**src/rtl/vending_pkg.sv**
```systemverilog
// Shared vending datapath types: coin encoding, payout FSM states and coin values in nickel units.
package vending_pkg;

    typedef enum logic {
        NICKEL = 1'b0,
        DIME   = 1'b1
    } coin_e;

    typedef enum logic [1:0] {
        IDLE = 2'd0,
        REQ  = 2'd1,
        JAM  = 2'd2
    } payout_state_e;

    localparam int NICKEL_VALUE    = 1;
    localparam int DIME_VALUE      = 2;
    localparam int MAX_CHANGE_CODE = 4;

    // Change codes above the largest legal value are paid as the largest legal value.
    function automatic logic [2:0] clamp_change(input logic [2:0] code);
        return (code > 3'(MAX_CHANGE_CODE)) ? 3'(MAX_CHANGE_CODE) : code;
    endfunction

endpackage

```
**src/rtl/change_dispenser_if.sv**
```systemverilog
// Bundle of vend input, coin hopper handshake and status signals for the change dispenser.
interface change_dispenser_if;
    import vending_pkg::*;

    logic       vend_i;
    logic [2:0] change_i;
    logic       coin_ack_i;
    logic       clear_jam_i;
    logic       coin_req_o;
    coin_e      coin_type_o;
    logic       busy_o;
    logic       jam_o;
    logic       overflow_o;

    modport master (
        output vend_i, change_i, coin_ack_i, clear_jam_i,
        input  coin_req_o, coin_type_o, busy_o, jam_o, overflow_o
    );

    modport slave (
        input  vend_i, change_i, coin_ack_i, clear_jam_i,
        output coin_req_o, coin_type_o, busy_o, jam_o, overflow_o
    );

endinterface

```
**src/rtl/ack_watchdog.sv**
```systemverilog
// Counts cycles a coin request has been outstanding; expired flags that ACK_TIMEOUT cycles have elapsed.
module ack_watchdog #(
    parameter int ACK_TIMEOUT = 15
) (
    input  logic clk_i,
    input  logic rst_ni,
    input  logic en,
    input  logic clr,
    output logic expired
);

    localparam int CNT_W = $clog2(ACK_TIMEOUT + 1);

    logic [CNT_W-1:0] count_reg;

    always_ff @(posedge clk_i or negedge rst_ni) begin
        if (!rst_ni) begin
            count_reg <= '0;
        end else if (clr) begin
            count_reg <= '0;
        end else if (en && (count_reg != CNT_W'(ACK_TIMEOUT))) begin
            count_reg <= count_reg + 1'b1;
        end
    end

    assign expired = (count_reg == CNT_W'(ACK_TIMEOUT));

endmodule

```
**src/rtl/change_dispenser.sv**
```systemverilog
// Pays owed change to a coin hopper one coin at a time over req/ack, with jam detection.
// Define CHANGE_DISPENSER_DIME_EN for greedy dime-first payout; otherwise nickels only.
module change_dispenser
    import vending_pkg::*;
#(
    parameter int ACK_TIMEOUT = 15,
    parameter int PENDING_W   = 6
) (
    input  logic                clk_i,
    input  logic                rst_ni,
    change_dispenser_if.slave   bus
);

    localparam int SUM_W = PENDING_W + 2;
    localparam logic [PENDING_W-1:0] PENDING_MAX = '1;

    payout_state_e          state_reg, state_next;
    logic [PENDING_W-1:0]   pending_reg, pending_next;
    logic                   overflow_reg, overflow_next;
    coin_e                  coin_type;
    logic                   acked;
    logic                   wd_expired;
    logic [SUM_W-1:0]       added, paid, sum;

`ifdef CHANGE_DISPENSER_DIME_EN
    coin_e coin_type_reg;

    // Coin type is chosen once per request so it stays stable while the hopper works.
    always_ff @(posedge clk_i or negedge rst_ni) begin
        if (!rst_ni) begin
            coin_type_reg <= NICKEL;
        end else if ((state_reg == IDLE) && (pending_reg != '0)) begin
            coin_type_reg <= (pending_reg >= PENDING_W'(DIME_VALUE)) ? DIME : NICKEL;
        end
    end

    assign coin_type = coin_type_reg;
`else
    assign coin_type = NICKEL;
`endif

    assign acked = (state_reg == REQ) && bus.coin_ack_i;
    assign added = bus.vend_i ? SUM_W'(clamp_change(bus.change_i)) : '0;
    assign paid  = !acked ? '0 :
                   (coin_type == DIME) ? SUM_W'(DIME_VALUE) : SUM_W'(NICKEL_VALUE);
    assign sum   = {2'b00, pending_reg} + added - paid;

    always_comb begin
        pending_next  = sum[PENDING_W-1:0];
        overflow_next = overflow_reg;
        if (sum > {2'b00, PENDING_MAX}) begin
            pending_next  = PENDING_MAX;
            overflow_next = 1'b1;
        end
    end

    always_comb begin
        state_next = state_reg;
        case (state_reg)
            IDLE:    if (pending_reg != '0) state_next = REQ;
            // An ack arriving on the timeout edge still completes the coin.
            REQ:     if (bus.coin_ack_i)    state_next = IDLE;
                     else if (wd_expired)   state_next = JAM;
            JAM:     if (bus.clear_jam_i)   state_next = IDLE;
            default:                        state_next = IDLE;
        endcase
    end

    always_ff @(posedge clk_i or negedge rst_ni) begin
        if (!rst_ni) begin
            state_reg    <= IDLE;
            pending_reg  <= '0;
            overflow_reg <= 1'b0;
        end else begin
            state_reg    <= state_next;
            pending_reg  <= pending_next;
            overflow_reg <= overflow_next;
        end
    end

    ack_watchdog #(
        .ACK_TIMEOUT (ACK_TIMEOUT)
    ) u_ack_watchdog (
        .clk_i   (clk_i),
        .rst_ni  (rst_ni),
        .en      (state_next == REQ),
        .clr     (state_next != REQ),
        .expired (wd_expired)
    );

    assign bus.coin_req_o  = (state_reg == REQ);
    assign bus.coin_type_o = coin_type;
    assign bus.jam_o       = (state_reg == JAM);
    assign bus.busy_o      = (pending_reg != '0) || (state_reg != IDLE);
    assign bus.overflow_o  = overflow_reg;

endmodule

```
**src/flat_wrapper.sv**
```systemverilog
// flat-port wrapper written by rule: the top's interface ports become plain ports
module change_dispenser_flat import vending_pkg::*;
#(
    parameter int ACK_TIMEOUT = 15,
    parameter int PENDING_W   = 6
)
  (clk_i, rst_ni, bus_vend_i, bus_change_i, bus_coin_ack_i, bus_clear_jam_i, bus_coin_req_o, bus_coin_type_o, bus_busy_o, bus_jam_o, bus_overflow_o);
  change_dispenser_if bus_i ();
  input  logic clk_i;
  input  logic rst_ni;
  input wire logic [$bits(bus_i.vend_i)-1:0] bus_vend_i;
  input wire logic [$bits(bus_i.change_i)-1:0] bus_change_i;
  input wire logic [$bits(bus_i.coin_ack_i)-1:0] bus_coin_ack_i;
  input wire logic [$bits(bus_i.clear_jam_i)-1:0] bus_clear_jam_i;
  output wire logic [$bits(bus_i.coin_req_o)-1:0] bus_coin_req_o;
  output wire logic [$bits(bus_i.coin_type_o)-1:0] bus_coin_type_o;
  output wire logic [$bits(bus_i.busy_o)-1:0] bus_busy_o;
  output wire logic [$bits(bus_i.jam_o)-1:0] bus_jam_o;
  output wire logic [$bits(bus_i.overflow_o)-1:0] bus_overflow_o;
  assign bus_i.vend_i = bus_vend_i;
  assign bus_i.change_i = bus_change_i;
  assign bus_i.coin_ack_i = bus_coin_ack_i;
  assign bus_i.clear_jam_i = bus_clear_jam_i;
  assign bus_coin_req_o = bus_i.coin_req_o;
  assign bus_coin_type_o = bus_i.coin_type_o;
  assign bus_busy_o = bus_i.busy_o;
  assign bus_jam_o = bus_i.jam_o;
  assign bus_overflow_o = bus_i.overflow_o;
  change_dispenser #(.ACK_TIMEOUT(ACK_TIMEOUT), .PENDING_W(PENDING_W)) u_core (.clk_i(clk_i), .rst_ni(rst_ni), .bus(bus_i));
endmodule
```
**config.mk**
```make
export PLATFORM = sky130hd
export DESIGN_NAME = change_dispenser_flat
export DESIGN_NICKNAME = d
export VERILOG_FILES = /design/src/rtl/vending_pkg.sv /design/src/rtl/change_dispenser_if.sv /design/src/rtl/ack_watchdog.sv /design/src/rtl/change_dispenser.sv /design/src/flat_wrapper.sv
export SDC_FILE = /design/constraint.sdc
export NUM_CORES = 1
export LEC_CHECK = 0
export BUFFER_PORTS_ARGS = -buffer_cell sky130_fd_sc_hd__buf_2
export CORE_MARGIN = 4
export CORE_UTILIZATION = 40
export DETAILED_ROUTE_END_ITERATION = 8
export MAX_ROUTING_LAYER = met4
export PLACE_DENSITY = 0.64
export SETUP_SLACK_MARGIN = 0.05
export SLEW_MARGIN = 10
export SYNTH_ARGS = -nofsm -noshare
export SYNTH_HDL_FRONTEND = slang
export SYNTH_HIERARCHICAL = 1
export SYNTH_SLANG_ARGS = --single-unit
```
**constraint.sdc**
```tcl
create_clock -name clk_i -period 3.1 [get_ports clk_i]
set_input_delay 0.465 -clock clk_i [delete_from_list [all_inputs] [get_ports clk_i]]
set_output_delay 0.465 -clock clk_i [all_outputs]
set_load 0.01 [all_outputs]
```
==> run metrics <==
setup violators final=0; Final Hold Viols=0; largest net degree at the start of global routing=14; Max stage delay on crit path=0.42 ns; gpl congestion=0.783; mean post-synth cell area=9.50 um^2; CTS hold repair buffers=0; Worst Path Required=3.22 ns; Cell Area, Synth=1040 um^2; Worst Tran Pin Value=0.504 ns; detailed placement HPWL=1.57 mm; # diodes=0; per-cell routed wire length=12.2 um; global-route wire length before repair=3.22 mm; CORE AREA=2480 um^2; top cells by area, synth=dfrtp_1, ha_1, inv_1; Port Buf Inserts=11; H-tree levels=1; achievable clock frequency=363 MHz; worst skew pair latency=0.27 ns; commonest non-fill, non-tap cell in the layout=inv_1; Reg clk slew, reported paths=0.07 ns; Synth area leader=dfrtp_1; Die Height=58.9 um; Synth top area share=31.4%; mean number of vias per cell=5.08; CP max FO=7; Initial DRC Count=9; Total GRT Usage=12.2%; slew margin rel.=66.4%; number of flip-flops in the largest register=6; CP Capture Type=flop; CTS tree=yes; VDD IR max=383 uV; cells after synthesis=109; RSZ-0062 raised after global routing=false; setup bufs post-CTS=0; most frequent cells in the layout=inv_1, dfrtp_1, ha_1; Max-Cap Viols=0; Static Leakage=0.572 nW; setup tns final=0 ns; die width=58.9 um; antenna-violating nets left=0; Layout area overhead=10.7%; Mapped Nets=130; DR vias=778; Period minus WS final=2.76 ns; initial core utilization=41.8%; synth warn=6; FP Rows=18; status=completed; DRC=0; Startpoint Class=flop; Root Driver=clkbuf_4; DRT Pass-1 Iters=4; Sink Count=13; Reg2Reg Setup Slack=0.34 ns; Seq/Total Area, Yosys=31.4%; Power Dens Cells=864 nW/um^2; Period Utilization, post-route=88.9%; layout cell share with drive strength beyond 1=20.3%; Ports=13; Num CTS Buffers=3; Tot Pwr=991 uW; critical path cell sequence=nor2b_1 > and2_1 > ha_1 > inv_1 > ha_1 > inv_1 > fa_1 > nand2b_1 > a2111o_1 > o311ai_4 > o211ai_2; Yosys cell types=43; initial antenna violation count=0; Layout Skew=0.00257 ns; worst setup path class=reg -> reg; deepest clock path buffer count=2; slowest stage cell on the critical path=dfrtp_1; #FFs+latches synth=13; Critical path buffers and inverters=2; total congestion overflow=0; Die Footprint=3470 um^2; family with the most delay on the worst path=adder cells; Post-Route WL=1.87 mm; Hold Crit Class=in -> async; vias in the first global route=785; Max Slew Vio Count=0; Crit path arrival time=2.87 ns; final net count=145; CTS resizes=0
## per-stage QoR
| step | instance area (um^2) | util, % | hold WS (ns) | cells | setup slack (ns) |
|---|---|---|---|---|---|
| 6_report | 1150 | 46.3 | 0.0631 | 153 | 0.344 |
| 5_1_grt | 1150 | 46.3 | 0.0816 | 153 | 0.132 |
| 4_1_cts | 1150 | 46.3 | 0.0682 | 153 | 0.347 |
| 3_5_place_dp | 1120 | 45.3 | 0.367 | 149 | 0.305 |
| 3_3_place_gp | 1120 | 45.3 | 0.364 | 149 | 0.393 |
| 2_1_floorplan | 1040 | - | 0.169 | 109 | 0.468 |
## layout make-up
cell class                      count  area [um^2]
Multi-Input combinational cell     79          643
Tap cell                           30         37.5
Clock buffer                        4         26.3
Fill cell                         236         1330
Sequential cell                    13          325
Inverter                           16         60.1
Timing Repair Buffer               11         55.1
## worst register-to-register path: cells and delay by family, from the launching register on
family                     cells  cell delay (ns)
and+or+nand+nor                3             0.53
AOI/OAI and AO/OA              3             0.71
adders and majority gates      3             0.83
DFF                            1             0.42
buffers and inverters          2             0.11
## power by group
group          leakage, nW  internal [mW]  switching [mW]  total (mW)
registers            0.148          0.220          0.0333       0.253
logic                0.409          0.275           0.363       0.638
clock network       0.0150         0.0498          0.0497      0.0995
## synthesized netlist by cell type
cell / number
fa_1: 1
nand4_1: 1
and2_1: 1
nor3b_1: 1
and3_2: 1
and3_4: 1
a2111oi_2: 1
a211o_1: 1
conb_1: 1
nand2_1: 3
o21ai_1: 1
nor2b_1: 4
and4b_2: 1
a32o_1: 1
a21oi_1: 6
nor3_1: 2
xor2_1: 2
buf_4: 1
nand3b_1: 2
nand3_1: 4
or2_2: 1
mux2i_1: 2
o311ai_4: 1
a2111o_1: 1
a221o_1: 1
o21ai_0: 2
and3b_1: 1
mux2_4: 1
ha_1: 12
or3_1: 1
or4b_1: 1
o211ai_2: 1
nor2b_4: 1
a211oi_1: 1
inv_1: 16
nand2b_1: 3
or2_0: 1
o21ai_2: 1
nor2_1: 9
o21a_1: 1
dfrtp_1: 13
or2b_2: 1
a41o_1: 1
## kinds of logic after synthesis
family | Yosys count | share of synthesized area, %
compound gates | 20 | 16.7
simple gates | 40 | 23.6
mux | 3 | 3.38
flops | 13 | 31.4
fa+ha+maj | 13 | 16.4
buf+inv | 17 | 6.52
other cells | 1 | 0.362
xor+xnor | 2 | 1.69
## routing by layer
layer  track usage, %  wire (um)  up-vias
met5                -          0        -
met4             2.91         14        0
met3             2.19         63        2
met2             20.3        874       12
met1             15.3        918      352
li1                 -          -      412
## path summary, 6_finish.rpt
check                                                   from                                             end  cells past startpoint
max                            u_core/state_reg[0]$_DFF_PN0_                 u_core/pending_reg[4]$_DFF_PN0_                     11
min                                                   rst_ni  u_core/u_ack_watchdog/count_reg[3]$_DFFE_PN0P_                      1
max reg2reg                    u_core/state_reg[0]$_DFF_PN0_                 u_core/pending_reg[4]$_DFF_PN0_                     11
min reg2reg                u_core/bus.overflow_o$_DFFE_PN0N_               u_core/bus.overflow_o$_DFFE_PN0N_                      1
max in group asynchronous                             rst_ni                 u_core/pending_reg[3]$_DFF_PN0_                      1
min in group clk_i         u_core/bus.overflow_o$_DFFE_PN0N_               u_core/bus.overflow_o$_DFFE_PN0N_                      1
No activity file was read; power rests on OpenSTA's default activity.
